File: src/rtl/mem_wb_stage_pkg.sv
// Shared definitions for the MEM/WB pipeline stage: load-size encodings
// and default datapath / register-address widths.
package mem_wb_stage_pkg;

  localparam int unsigned DEF_DATA_W = 32;
  localparam int unsigned DEF_REG_AW = 5;

  typedef enum logic [1:0] {
    LD_BYTE = 2'b00,
    LD_HALF = 2'b01,
    LD_WORD = 2'b10,
    LD_RSVD = 2'b11
  } ld_size_e;

endpackage

File: src/rtl/load_align.sv
// Combinational load alignment: picks the addressed byte/half out of the
// memory word, sign- or zero-extends it, and flags misaligned accesses.
module load_align
  import mem_wb_stage_pkg::*;
#(
  parameter int DATA_W = DEF_DATA_W
) (
  input  logic [DATA_W-1:0] mem_rdata,
  input  logic [1:0]        ld_size,
  input  logic              ld_unsigned,
  input  logic [1:0]        byte_off,
  output logic [DATA_W-1:0] data,
  output logic              misalign
);

  ld_size_e    w_size;
  logic [7:0]  w_byte;
  logic [15:0] w_half;

  assign w_size = ld_size_e'(ld_size);

  // Lane selection for byte and half accesses
  always_comb begin
    w_byte = mem_rdata[{byte_off, 3'b000} +: 8];
    w_half = mem_rdata[{byte_off[1], 4'b0000} +: 16];
  end

  // Extension and alignment check per load size
  always_comb begin
    data     = mem_rdata;
    misalign = 1'b0;
    unique case (w_size)
      LD_BYTE: data = {{(DATA_W-8){~ld_unsigned & w_byte[7]}}, w_byte};
      LD_HALF: begin
        data     = {{(DATA_W-16){~ld_unsigned & w_half[15]}}, w_half};
        misalign = byte_off[0];
      end
      LD_WORD: misalign = (byte_off != 2'b00);
      LD_RSVD: misalign = 1'b1;
    endcase
  end

endmodule

File: src/rtl/mem_wb_stage.sv
// MEM/WB pipeline register with register-file write port, EX bypass and
// sticky misaligned-load flag. Optional feature macro WB_RETIRE_CNT_EN adds
// a 32-bit retired-instruction counter output (retire_cnt).
module mem_wb_stage
  import mem_wb_stage_pkg::*;
#(
  parameter int DATA_W = DEF_DATA_W,
  parameter int REG_AW = DEF_REG_AW
) (
  input  logic              clk,
  input  logic              rst,
  input  logic              in_valid,
  input  logic              stall,
  input  logic              flush,
  input  logic              reg_write,
  input  logic              mem_to_reg,
  input  logic [REG_AW-1:0] dst,
  input  logic [DATA_W-1:0] alu_result,
  input  logic [DATA_W-1:0] mem_rdata,
  input  logic [1:0]        ld_size,
  input  logic              ld_unsigned,
  input  logic [1:0]        byte_off,
  output logic              rf_we,
  output logic [REG_AW-1:0] rf_waddr,
  output logic [DATA_W-1:0] rf_wdata,
  output logic              fwd_valid,
  output logic [REG_AW-1:0] fwd_addr,
  output logic [DATA_W-1:0] fwd_data,
`ifdef WB_RETIRE_CNT_EN
  output logic [31:0]       retire_cnt,
`endif
  output logic              misalign_err
);

  logic              r_valid;
  logic              r_reg_write;
  logic              r_mem_to_reg;
  logic [REG_AW-1:0] r_dst;
  logic [DATA_W-1:0] r_alu;
  logic [DATA_W-1:0] r_rdata;
  logic [1:0]        r_ld_size;
  logic              r_ld_unsigned;
  logic [1:0]        r_byte_off;
  logic              r_err;

  logic [DATA_W-1:0] w_load;
  logic              w_misalign;
  logic              w_mis_load;

  // WB register: flush kills, stall holds, otherwise capture from MEM
  always_ff @(posedge clk or negedge rst) begin
    if (!rst) begin
      r_valid       <= 1'b0;
      r_reg_write   <= 1'b0;
      r_mem_to_reg  <= 1'b0;
      r_dst         <= '0;
      r_alu         <= '0;
      r_rdata       <= '0;
      r_ld_size     <= '0;
      r_ld_unsigned <= 1'b0;
      r_byte_off    <= '0;
    end else if (flush) begin
      r_valid <= 1'b0;
    end else if (!stall) begin
      r_valid       <= in_valid;
      r_reg_write   <= reg_write;
      r_mem_to_reg  <= mem_to_reg;
      r_dst         <= dst;
      r_alu         <= alu_result;
      r_rdata       <= mem_rdata;
      r_ld_size     <= ld_size;
      r_ld_unsigned <= ld_unsigned;
      r_byte_off    <= byte_off;
    end
  end

  load_align #(.DATA_W(DATA_W)) u_load_align (
    .mem_rdata  (r_rdata),
    .ld_size    (r_ld_size),
    .ld_unsigned(r_ld_unsigned),
    .byte_off   (r_byte_off),
    .data       (w_load),
    .misalign   (w_misalign)
  );

  // Alignment only matters for loads; ALU results ignore the load fields
  assign w_mis_load = r_valid & r_mem_to_reg & w_misalign;

  // Sticky error: latched once a misaligned load has been seen in WB
  always_ff @(posedge clk or negedge rst) begin
    if (!rst)
      r_err <= 1'b0;
    else if (w_mis_load)
      r_err <= 1'b1;
  end

  // Write port and bypass are the same view of the WB register
  always_comb begin
    rf_we        = r_valid & r_reg_write & (r_dst != '0) & ~w_mis_load;
    rf_waddr     = r_dst;
    rf_wdata     = r_mem_to_reg ? w_load : r_alu;
    fwd_valid    = rf_we;
    fwd_addr     = rf_waddr;
    fwd_data     = rf_wdata;
    misalign_err = r_err | w_mis_load;
  end

`ifdef WB_RETIRE_CNT_EN
  // Count instructions leaving WB valid and not killed
  always_ff @(posedge clk or negedge rst) begin
    if (!rst)
      retire_cnt <= '0;
    else if (r_valid & ~stall & ~flush)
      retire_cnt <= retire_cnt + 32'd1;
  end
`endif

endmodule

File: config.mk
export PLATFORM = sky130hd
export DESIGN_NAME = mem_wb_stage
export DESIGN_NICKNAME = d
export VERILOG_FILES = /design/src/rtl/mem_wb_stage_pkg.sv /design/src/rtl/load_align.sv /design/src/rtl/mem_wb_stage.sv
export SDC_FILE = /design/constraint.sdc
export NUM_CORES = 1
export LEC_CHECK = 0
export BUFFER_PORTS_ARGS = -buffer_cell sky130_fd_sc_hd__buf_2
export CORE_ASPECT_RATIO = 0.5
export CORE_MARGIN = 2
export CORE_UTILIZATION = 30
export CTS_CLUSTER_DIAMETER = 30
export DETAILED_ROUTE_END_ITERATION = 8
export SLEW_MARGIN = 20
export SYNTH_ARGS = -nofsm -noshare
export SYNTH_HDL_FRONTEND = slang
export SYNTH_SLANG_ARGS = --single-unit
File: constraint.sdc
create_clock -name clk -period 2.1 [get_ports clk]
set_clock_uncertainty 0.15 [all_clocks]
set_input_delay 0.105 -clock clk [delete_from_list [all_inputs] [get_ports clk]]
set_output_delay 0.105 -clock clk [all_outputs]
set_load 0.03 [all_outputs]
======== Word-level counts from Yosys, hierarchy flattened ========
Index checks and enable logic that the tools add are counted.
word-level totals
  bits in registers ....................... 78
  input bits .............................. 81
  output and inout port bits .............. 77
  logic and storage cells ................. 37
operators by class
  eq/ne operators ......................... 4
  shifts and indexed selects .............. 2
  multiplexer cells ....................... 5
  bitwise logic cells ..................... 12
  reduce and logical (&&, ||, !) cells .... 4
operators with widths
  operator                                       count
  one-hot mux 32 bit (2 select lines)            1
  two-way mux 32 bit                             1
  variable part select 32 x 6 -> 16 bit          1
  variable part select 32 x 6 -> 8 bit           1
  bitwise AND 1 bit                              7
  nonzero test 5 bit                             1
  == test 2 bit, second input constant           2
  NOT 1 bit                                      4
  one-hot mux 1 bit (3 select lines)             1
  == test 2 x 1 -> 1 bit, second input constant  1
  logical NOT 2 bit                              1
  two-way mux 1 bit                              2
  != test 2 x 1 -> 1 bit, second input constant  1
  AND reduction 2 bit                            1
  nonzero test 2 bit                             1
  bitwise OR 1 bit                               1

======== Depth between registers and ports, before layout ========
Gate-level depths: netlist of the first run.
  depth in word-level cells ............... 5
  depth in mapped cells ................... 6

======== Hierarchy ========
From an unflattened synthesis of the first run, not the netlist that was laid out.
second synthesis, totals
  cells, all modules ...................... 374
  area, all modules ....................... 4,536.9 µm²
by module, submodules not included
  module        times used  cells an instance  area an instance (µm²)
  mem_wb_stage  1           244                3,769.9
  load_align    1           130                767.0

======== Least setup slack after synthesis of the first run ========
Ideal clock, no wire load.
  kind .................................... flip-flop to output port
  start point ............................. register r_ld_size[0]
  end point ............................... output port rf_wdata[15]
  data arrival time ....................... 2.233 ns
  setup slack ............................. -0.388 ns
  cell stages (with the launch flop) ...... 6
  buffers on the path ..................... 2
  cell sequence ........................... dfrtp_1 -> buf_6 -> nor2_1 -> a22oi_1 -> o41ai_1 -> buf_4
on the way
  cells in the longest elaborated chain, start to end .. 3
  elaborated cells on any way between the ends .. 4
  those cells by class .................... eq/ne (1); mux (2); reduce/logical (1)
ends and longest elaborated chain
  item                                                                line                 RTL
  start, declared                                                     mem_wb_stage.sv:41   logic [1:0] r_ld_size;
  start signal, assigned                                              mem_wb_stage.sv:71   r_ld_size <= ld_size;
  == test 2 x 1 -> 1 bit / logical NOT 2 bit (equally long branches)  load_align.sv:32     unique case (w_size)
  one-hot mux 32 bit (2 select lines) (*)                             load_align.sv:32
  two-way mux 32 bit (*)                                              mem_wb_stage.sv:101  rf_wdata = r_mem_to_reg ? w_load : r_alu;
  end, declared                                                       mem_wb_stage.sv:25   output logic [DATA_W-1:0] rf_wdata,
Every way passes the cells marked *; elsewhere a longest branch is shown, timed or not.

======== Final worst setup path of the first run ========
  start point ............................. register r_byte_off[1]
  end point ............................... output port rf_wdata[4]
on the way
  cells in the longest elaborated chain, start to end .. 3
  elaborated cells on any way between the ends .. 4
  those cells by class .................... shift (2); mux (2)
ends and longest elaborated chain
  item                                                                                                  line                                RTL
  start, declared                                                                                       mem_wb_stage.sv:43                  logic [1:0] r_byte_off;
  start signal, assigned                                                                                mem_wb_stage.sv:73                  r_byte_off <= byte_off;
  variable part select 32 x 6 -> 16 bit / variable part select 32 x 6 -> 8 bit (equally long branches)  load_align.sv:25, load_align.sv:24
  one-hot mux 32 bit (2 select lines) (*)                                                               load_align.sv:32
  two-way mux 32 bit (*)                                                                                mem_wb_stage.sv:101
Marked as above.

==> results of run 1 <==
==> worst max-delay path, stage by stage, from the launching register on <==
cell and delay, ns:
dfrtp_2 0.47, buf_12 0.16, mux2_4 0.30, a32o_1 0.24, a221o_1 0.35, buf_6 0.16
==> worst max path at each step <==
stage / startpoint / to / slack, ns / depth (start not counted)
4_1_cts: r_byte_off[1] / rf_wdata[3] / -0.17 / 5
3_3_place_gp: r_byte_off[1] / fwd_data[6] / 0.12 / 5
2_1_floorplan: r_ld_size[0] / rf_wdata[16] / -0.04 / 5
5_1_grt: r_byte_off[1] / rf_wdata[4] / -0.22 / 5
3_5_place_dp: r_byte_off[1] / rf_wdata[3] / 0.08 / 5
6_report: r_byte_off[1] / rf_wdata[4] / -0.17 / 5
==> layer usage <==
| metal | wire [um] | GRT usage (%) | up-vias |
|---|---|---|---|
| met3 | 474 | 3.34 | 28 |
| met1 | 5370 | 20.7 | 1837 |
| met4 | 335 | 6.70 | 0 |
| met5 | 0 | 0 | - |
| li1 | - | - | 1696 |
| met2 | 7230 | 32.0 | 106 |
==> through the flow <==
stage	TNS [ns]	setup slack (ns)	hold WS [ns]	util (%)	std cells
after global placement	0	0.118	-0.0800	36.9	666
after detailed placement	0	0.0839	-0.0816	36.9	666
final	-3.91	-0.169	0.105	51.5	774
after CTS	-4.46	-0.165	0.0962	48.7	767
after global routing	-7.48	-0.215	0.127	51.5	774
after floorplan	-0.133	-0.0445	-0.341	-	358
==> layout make-up <==
type,instances,area (sq um)
inverter,4,15.0
clock buffer,12,256
clock inverter,3,67.6
tap,192,240
timing repair buffer,270,2300
multi-input combinational,215,2160
sequential,78,1960
fill,1165,6590
==> repair_timing <==
item                                   in CTS  in global routing
setup endpoints to repair                  65                 67
gates resized for setup                   121                108
endpoints found under the hold margin     155                  0
cloned                                      1                  0
pin swaps                                   9                 14
setup buffers                               6                  8
hold buffers                               79                  0
==> cell families (layout without fill, tap and decap cells) <==
family          Yosys count  in the layout  synth area share [%]
simple gates             59             59                  8.06
flops                    78             78                  46.5
mux                      83             83                  22.9
compound gates           73             73                  12.0
buf+inv                  65            289                  10.5
==> report_power, final <==
part	switching (mW)	internal, mW	total, mW
registers	0.186	1.73	1.92
clock network	0.600	1.10	1.70
logic	1.78	1.48	3.26
total	2.57	4.31	6.87
==> layout by cell type, fill, tap and decap left out, types with 2 or more instances in the layout <==
| cell | instances |
|---|---|
| nor3b_2 | 2 |
| o21ai_4 | 13 |
| a32o_1 | 7 |
| a221o_1 | 7 |
| bufinv_16 | 2 |
| clkbuf_16 | 9 |
| o221ai_4 | 3 |
| o21ai_0 | 4 |
| dfrtp_1 | 73 |
| mux2_4 | 8 |
| nor2b_1 | 21 |
| o22ai_1 | 7 |
| buf_12 | 6 |
| a21oi_4 | 7 |
| dlygate4sd3_1 | 79 |
| nand2_1 | 13 |
| mux2_2 | 73 |
| a21oi_1 | 13 |
| dfrtp_2 | 5 |
| nor2_4 | 2 |
| nand3_1 | 3 |
| or2_2 | 2 |
| buf_6 | 61 |
| buf_4 | 32 |
| clkbuf_8 | 2 |
| nor2_1 | 5 |
| inv_1 | 4 |
| buf_2 | 91 |
==> reports/metrics.yaml, run 1 <==
timing:
  min_period_ns: 2.27
  hold_viol_final: 0
  slew_headroom_pct: 64.1
  max_freq_mhz: 441
  slew_viol_final: 0
  fin_ws_ns: -0.169
  worstMarginPinSlew_ns: 0.537
  final-setup-viol-count: 60
  fin_crit_sh_pct: 108
  rsz0062_at_grt: "yes"
critical_path:
  cp_data_required_time_ns: 1.85
  critPathLaunchType: "flip-flop"
  worstReg2RegEnd: "r_err"
  critPathKind: "flip-flop to primary output"
  regToRegSetupSlack_ns: 0.53
  r2r_cells: 5
  cp.arrival_ns: 2.01
  rr_startpoint: "r_byte_off[0]"
  endpoint_kind: "primary output"
  worstPathMaxFanout: 6
pwr:
  leakagePower_nw: 3.04
  power_mw: 6.87
  power_density_nw_per_um2: 983
  vdd_ir_drop_max_mv: 0.390
layout:
  nets: 659
  layout-drive-gt1-share_pct: 57.4
  diodes: 0
  design_area_sq_um: 7000
  area_growth_pct: 66.8
die:
  die_h_um: 87.6
  start_util_pct: 30.9
  coreArea_sq_um: 13600
  die_area_sq_um: 15000
  io_pins: 158
  rows: 30
  fp.dieW_um: 171
routing:
  drtPass1Iterations: 4
  antenna_left: 0
  viasPerCell: 4.74
  drt_iter0_markers: 137
  post_drt_wl_per_cell_um: 17.3
  wirelength_mm: 13.4
  dr_total_vias: 3667
  drc_errors: 0
cts:
  cts_tree: "built"
  clk_pin_slew_ns: 0.06
  htreeDepth: 3
  clock_sinks: 78
  cts_root_buffer: "clkbuf_16"
  worstSkewPairLatency_ns: 0.33
  cts_buffers: 9
  cts_max_path_buffers: 2
global_route:
  gr-usage-all-layers_pct: 17.5
  grt_pass1_vias: 3817
  grt_first_pass_wirelength_mm: 19.8
  overflow: 0
  antenna_found_initial: 0
  grt_max_degree: 32
status:
  failed_checks: "setup timing"
  status: "complete, but fails checks"
synthesis:
  async_flop_share_pct: 100
  yosysTopAreaCell: "dfrtp_1"
  ys_ff_latch: 78
  ys_seq_area_share_pct: 46.5
  syn-instance-count: 358
  yosys-top-cells-area: "dfrtp_1 47%, mux2_2 20%, buf_4 7.0%"
  syn-num-nets: 439
  yosysMostFrequentCell: "dfrtp_1"
  ys.flop_type: "dfrtp_1"
  netlist-cell-type-count: 43
  ys_warn_count: 0
  avgSynthCellArea_sq_um: 11.7
  netlist_area_sq_um: 4190
  yosysTopAreaCellShare_pct: 46.5
  ys_top_cells_by_count: "78 x dfrtp_1, 74 x mux2_2, 39 x buf_4"
  synth-edff-count: 0
placement:
  place_area_sq_um: 5010
  gp_congestion: 0.785
  io_buffers: 157
  dp_hpwl_mm: 8.35
flow_run:
  drv_cap: 0
min_path:
  hold_path_class: "primary input to async pin"
No activity file was read; power rests on OpenSTA's default activity.
==> inputs of run 2 (changes only) <==
--- a/config.mk
+++ b/config.mk
@@ -5,12 +5,12 @@
 export SDC_FILE = /design/constraint.sdc
 export NUM_CORES = 1
 export LEC_CHECK = 0
-export BUFFER_PORTS_ARGS = -buffer_cell sky130_fd_sc_hd__buf_2
 export CORE_ASPECT_RATIO = 0.5
 export CORE_MARGIN = 2
 export CORE_UTILIZATION = 30
 export CTS_CLUSTER_DIAMETER = 30
 export DETAILED_ROUTE_END_ITERATION = 8
+export DONT_BUFFER_PORTS = 1
 export SLEW_MARGIN = 20
 export SYNTH_ARGS = -nofsm -noshare
 export SYNTH_HDL_FRONTEND = slang
==> constraint.sdc (replaced) <==
create_clock -name clk -period 1.9 [get_ports clk]
set_clock_uncertainty 0.15 [all_clocks]
set_input_delay 0.095 -clock clk [delete_from_list [all_inputs] [get_ports clk]]
set_output_delay 0.095 -clock clk [all_outputs]
set_load 0.03 [all_outputs]
==> run 2 against run 1 <==
The flow finishes with violations (hold timing, setup timing). Clock power is essentially flat. Sequential power grew 10%. Non-clock buffer count shrank 128. Total power grew 3.3%. Global-route usage shrank 1.6 points. Register-to-register slack lost 0.25 ns. Utilization shrank 5.3 points. Critical path type unchanged. Wire length shrank 13%. Sequential share of layout area grew 3.1 points.
==> reports/metrics.yaml, run 2 (synthesis results as in run 1) <==
pwr:
  p_sw_share_pct: 38.2  # was 37.4%
  vdd_ir_drop_max_mv: 0.494  # was 0.390 mV
  power_density_nw_per_um2: 1130  # was 983 nW/um^2
  internal_power_mw: 4.39  # was 4.31 mW
  p_clk_share_pct: 24.2  # was 24.7%
  combPwrFrac_pct: 45.9  # was 47.4%
  leakagePower_nw: 2.51  # was 3.04 nW
  p_switching_mw: 2.72  # was 2.57 mW
  power_frac_seq_pct: 29.8  # was 27.9%
global_route:
  antenna_found_initial: 0  # unchanged
  overflow: 0  # unchanged
  grt_max_degree: 81  # was 32
  grt_pass1_vias: 3363  # was 3,817
  gr-usage-all-layers_pct: 15.9  # was 17.5%
  grt_first_pass_wirelength_mm: 17.9  # was 19.8 mm
critical_path:
  endpoint_kind: "primary output"  # unchanged
  worstPathMaxFanout: 4  # was 6
  regToRegSetupSlack_ns: 0.28  # was 0.53 ns
  critPathLaunchType: "flip-flop"  # unchanged
  r2r_cells: 6  # was 5
  rr_startpoint: "r_ld_size[0]"  # was r_byte_off[0]
  critPathKind: "flip-flop to primary output"  # unchanged
  cp_data_required_time_ns: 1.65  # was 1.85 ns
  worstReg2RegEnd: "r_err"  # unchanged
  cp.arrival_ns: 2.05  # was 2.01 ns
routing:
  viasPerCell: 4.81  # was 4.74
  wl_met3_um: 598  # was 474 um
  wirelength_mm: 11.7  # was 13.4 mm
  wl_met2_mm: 5.87  # was 7.23 mm
  drtPass1Iterations: 4  # unchanged
  dr_total_vias: 3115  # was 3,667
  top_layer: "met4"  # unchanged
  antenna_left: 0  # unchanged
  drt_iter0_markers: 184  # was 137
  post_drt_wl_per_cell_um: 18.0  # was 17.3 um
  drc_errors: 0  # unchanged
  routedLengthMet1_mm: 4.91  # was 5.37 mm
timing:
  final-setup-viol-count: 67  # was 60
  hold_viol_final: 78  # was 0
  max_freq_mhz: 436
  worstMarginPinSlew_ns: 0.611  # was 0.537 ns
  min_period_ns: 2.29
  slew_viol_final: 0  # unchanged
  fin_crit_sh_pct: 121
  slew_headroom_pct: 59.3  # was 64.1%
  hold_ws_ns: -0.709  # was 0.105 ns
  fin_ws_ns: -0.394  # was -0.169 ns
  rsz0062_at_grt: "yes"  # unchanged
cts:
  hold_buffers: 78  # was 79
  htreeDepth: 3  # unchanged
  cts_root_buffer: "clkbuf_16"  # unchanged
  clk_pin_slew_ns: 0.06  # about the same
  cts_tree: "built"  # unchanged
  cts_buffers: 9  # unchanged
  worstSkewPairLatency_ns: 0.34  # was 0.33 ns
  cts_max_path_buffers: 2  # unchanged
  clock_sinks: 78  # unchanged
die:
  start_util_pct: 30.9  # unchanged
  coreArea_sq_um: 13600  # unchanged
  die_h_um: 87.6  # unchanged
  io_pins: 158  # unchanged
  fp.dieW_um: 171  # unchanged
  rows: 30  # unchanged
  die_area_sq_um: 15000  # unchanged
layout:
  final_common_cell: "dlygate4sd3_1"  # was buf_2
  layout-drive-gt1-share_pct: 47.3  # was 57.4%
  mostFrequentLayoutCells: "78 x dlygate4sd3_1, 76 x dfrtp_1, 74 x mux2_2"  # was 91 x buf_2, 79 x dlygate4sd3_1, 73 x mux2_2, 73 x dfrtp_1, 61 x buf_6
  nets: 531  # was 659
  design_area_sq_um: 6280  # was 7000 sq um
  area_growth_pct: 49.7  # was 66.8%
  fillers: 1217  # was 1,165
  diodes: 0  # unchanged
flow_run:
  drv_cap: 0  # unchanged
min_path:
  hold_path_class: "primary input to async pin"  # unchanged
placement:
  dp_hpwl_mm: 7.79  # was 8.35 mm
  place_area_sq_um: 4780  # was 5010 sq um
  io_buffers: 0  # was 157
  gp_congestion: 0.737  # was 0.785
status:
  failed_checks: "hold timing, setup timing"  # was setup timing
  status: "complete, but fails checks"  # unchanged
==> run 2: cell types whose count changed in the layout (fill, tap and decap cells not counted), sizes merged <==
cell | previous run | this run
dlygate4sd3 | 79 | 78
bufinv | 2 | 1
buf | 190 | 64
clkinv | 0 | 3
clkbuf | 13 | 11
==> run 2: worst max-delay path, stage by stage, from the launching register on <==
cell and delay [ns]:
dfrtp_1 0.40, buf_6 0.14, buf_12 0.12, mux2_4 0.29, a32o_2 0.23, a221o_2 0.36, buf_12 0.16
==> run 2: cell type report <==
class,instances,area [sq um],share of cell area (%)
repair buffers,142,1640,26.1
clock buffers,11,233,3.71
flip-flops and latches,78,1950,31.1
clock inverters,5,60.1,0.956
multi-input cells,215,2140,34.1
well taps,192,240,3.83
inverters,4,15.0,0.239
==> run 2: power groups by stage <==
stage	Combinational (mW)	Sequential [mW]	Clock, mW
floorplan	2.10	2.09	0
global placement	2.68	2.13	0
detailed placement	2.70	2.14	0
CTS	3.04	2.11	1.76
global route	3.42	2.15	1.84
finish	3.26	2.12	1.72
==> run 2: how the worst max path moves through the flow <==
stage / start / endpoint / slack, ns / cells after the start
3_3_place_gp: r_byte_off[1] / rf_wdata[2] / -0.01 / 6
5_1_grt: r_byte_off[1] / fwd_data[2] / -0.44 / 6
3_5_place_dp: r_byte_off[1] / rf_wdata[4] / -0.03 / 6
4_1_cts: r_byte_off[1] / rf_wdata[4] / -0.39 / 6
2_1_floorplan: r_ld_size[0] / rf_wdata[16] / -0.23 / 5
6_report: r_byte_off[1] / fwd_data[4] / -0.39 / 6
==> run 2: routing by layer <==
layer  track usage [%]  vias to the layer above
met3              5.42                       22
met4              5.78                        0
li1                  -                     1439
met5                 0                        -
met2              27.4                       75
met1              18.8                     1579
==> run 2: metrics by stage <==
stage                     setup TNS [ns]  total power, mW  util [%]  setup WS [ns]  instances
after floorplan                    -2.82             4.19         -         -0.234        358
after CTS                         -20.39             6.92      44.4         -0.391        647
after global routing              -22.48             7.41      46.2         -0.440        647
after detailed placement          -0.133             4.84      35.2        -0.0294        548
final                             -18.70             7.10      46.2         -0.394        647
after global placement           -0.0488             4.81      35.2        -0.0103        548
==> run 2: timing repair <==
action / 4_1_cts / 5_1_grt
hold endpoints to repair: 155 / 78
setup endpoints to repair: 67 / 67
resized for setup: 32 / 53
buffers inserted: 4 / 3
cloned: 1 / 0
pin swaps: 2 / 19
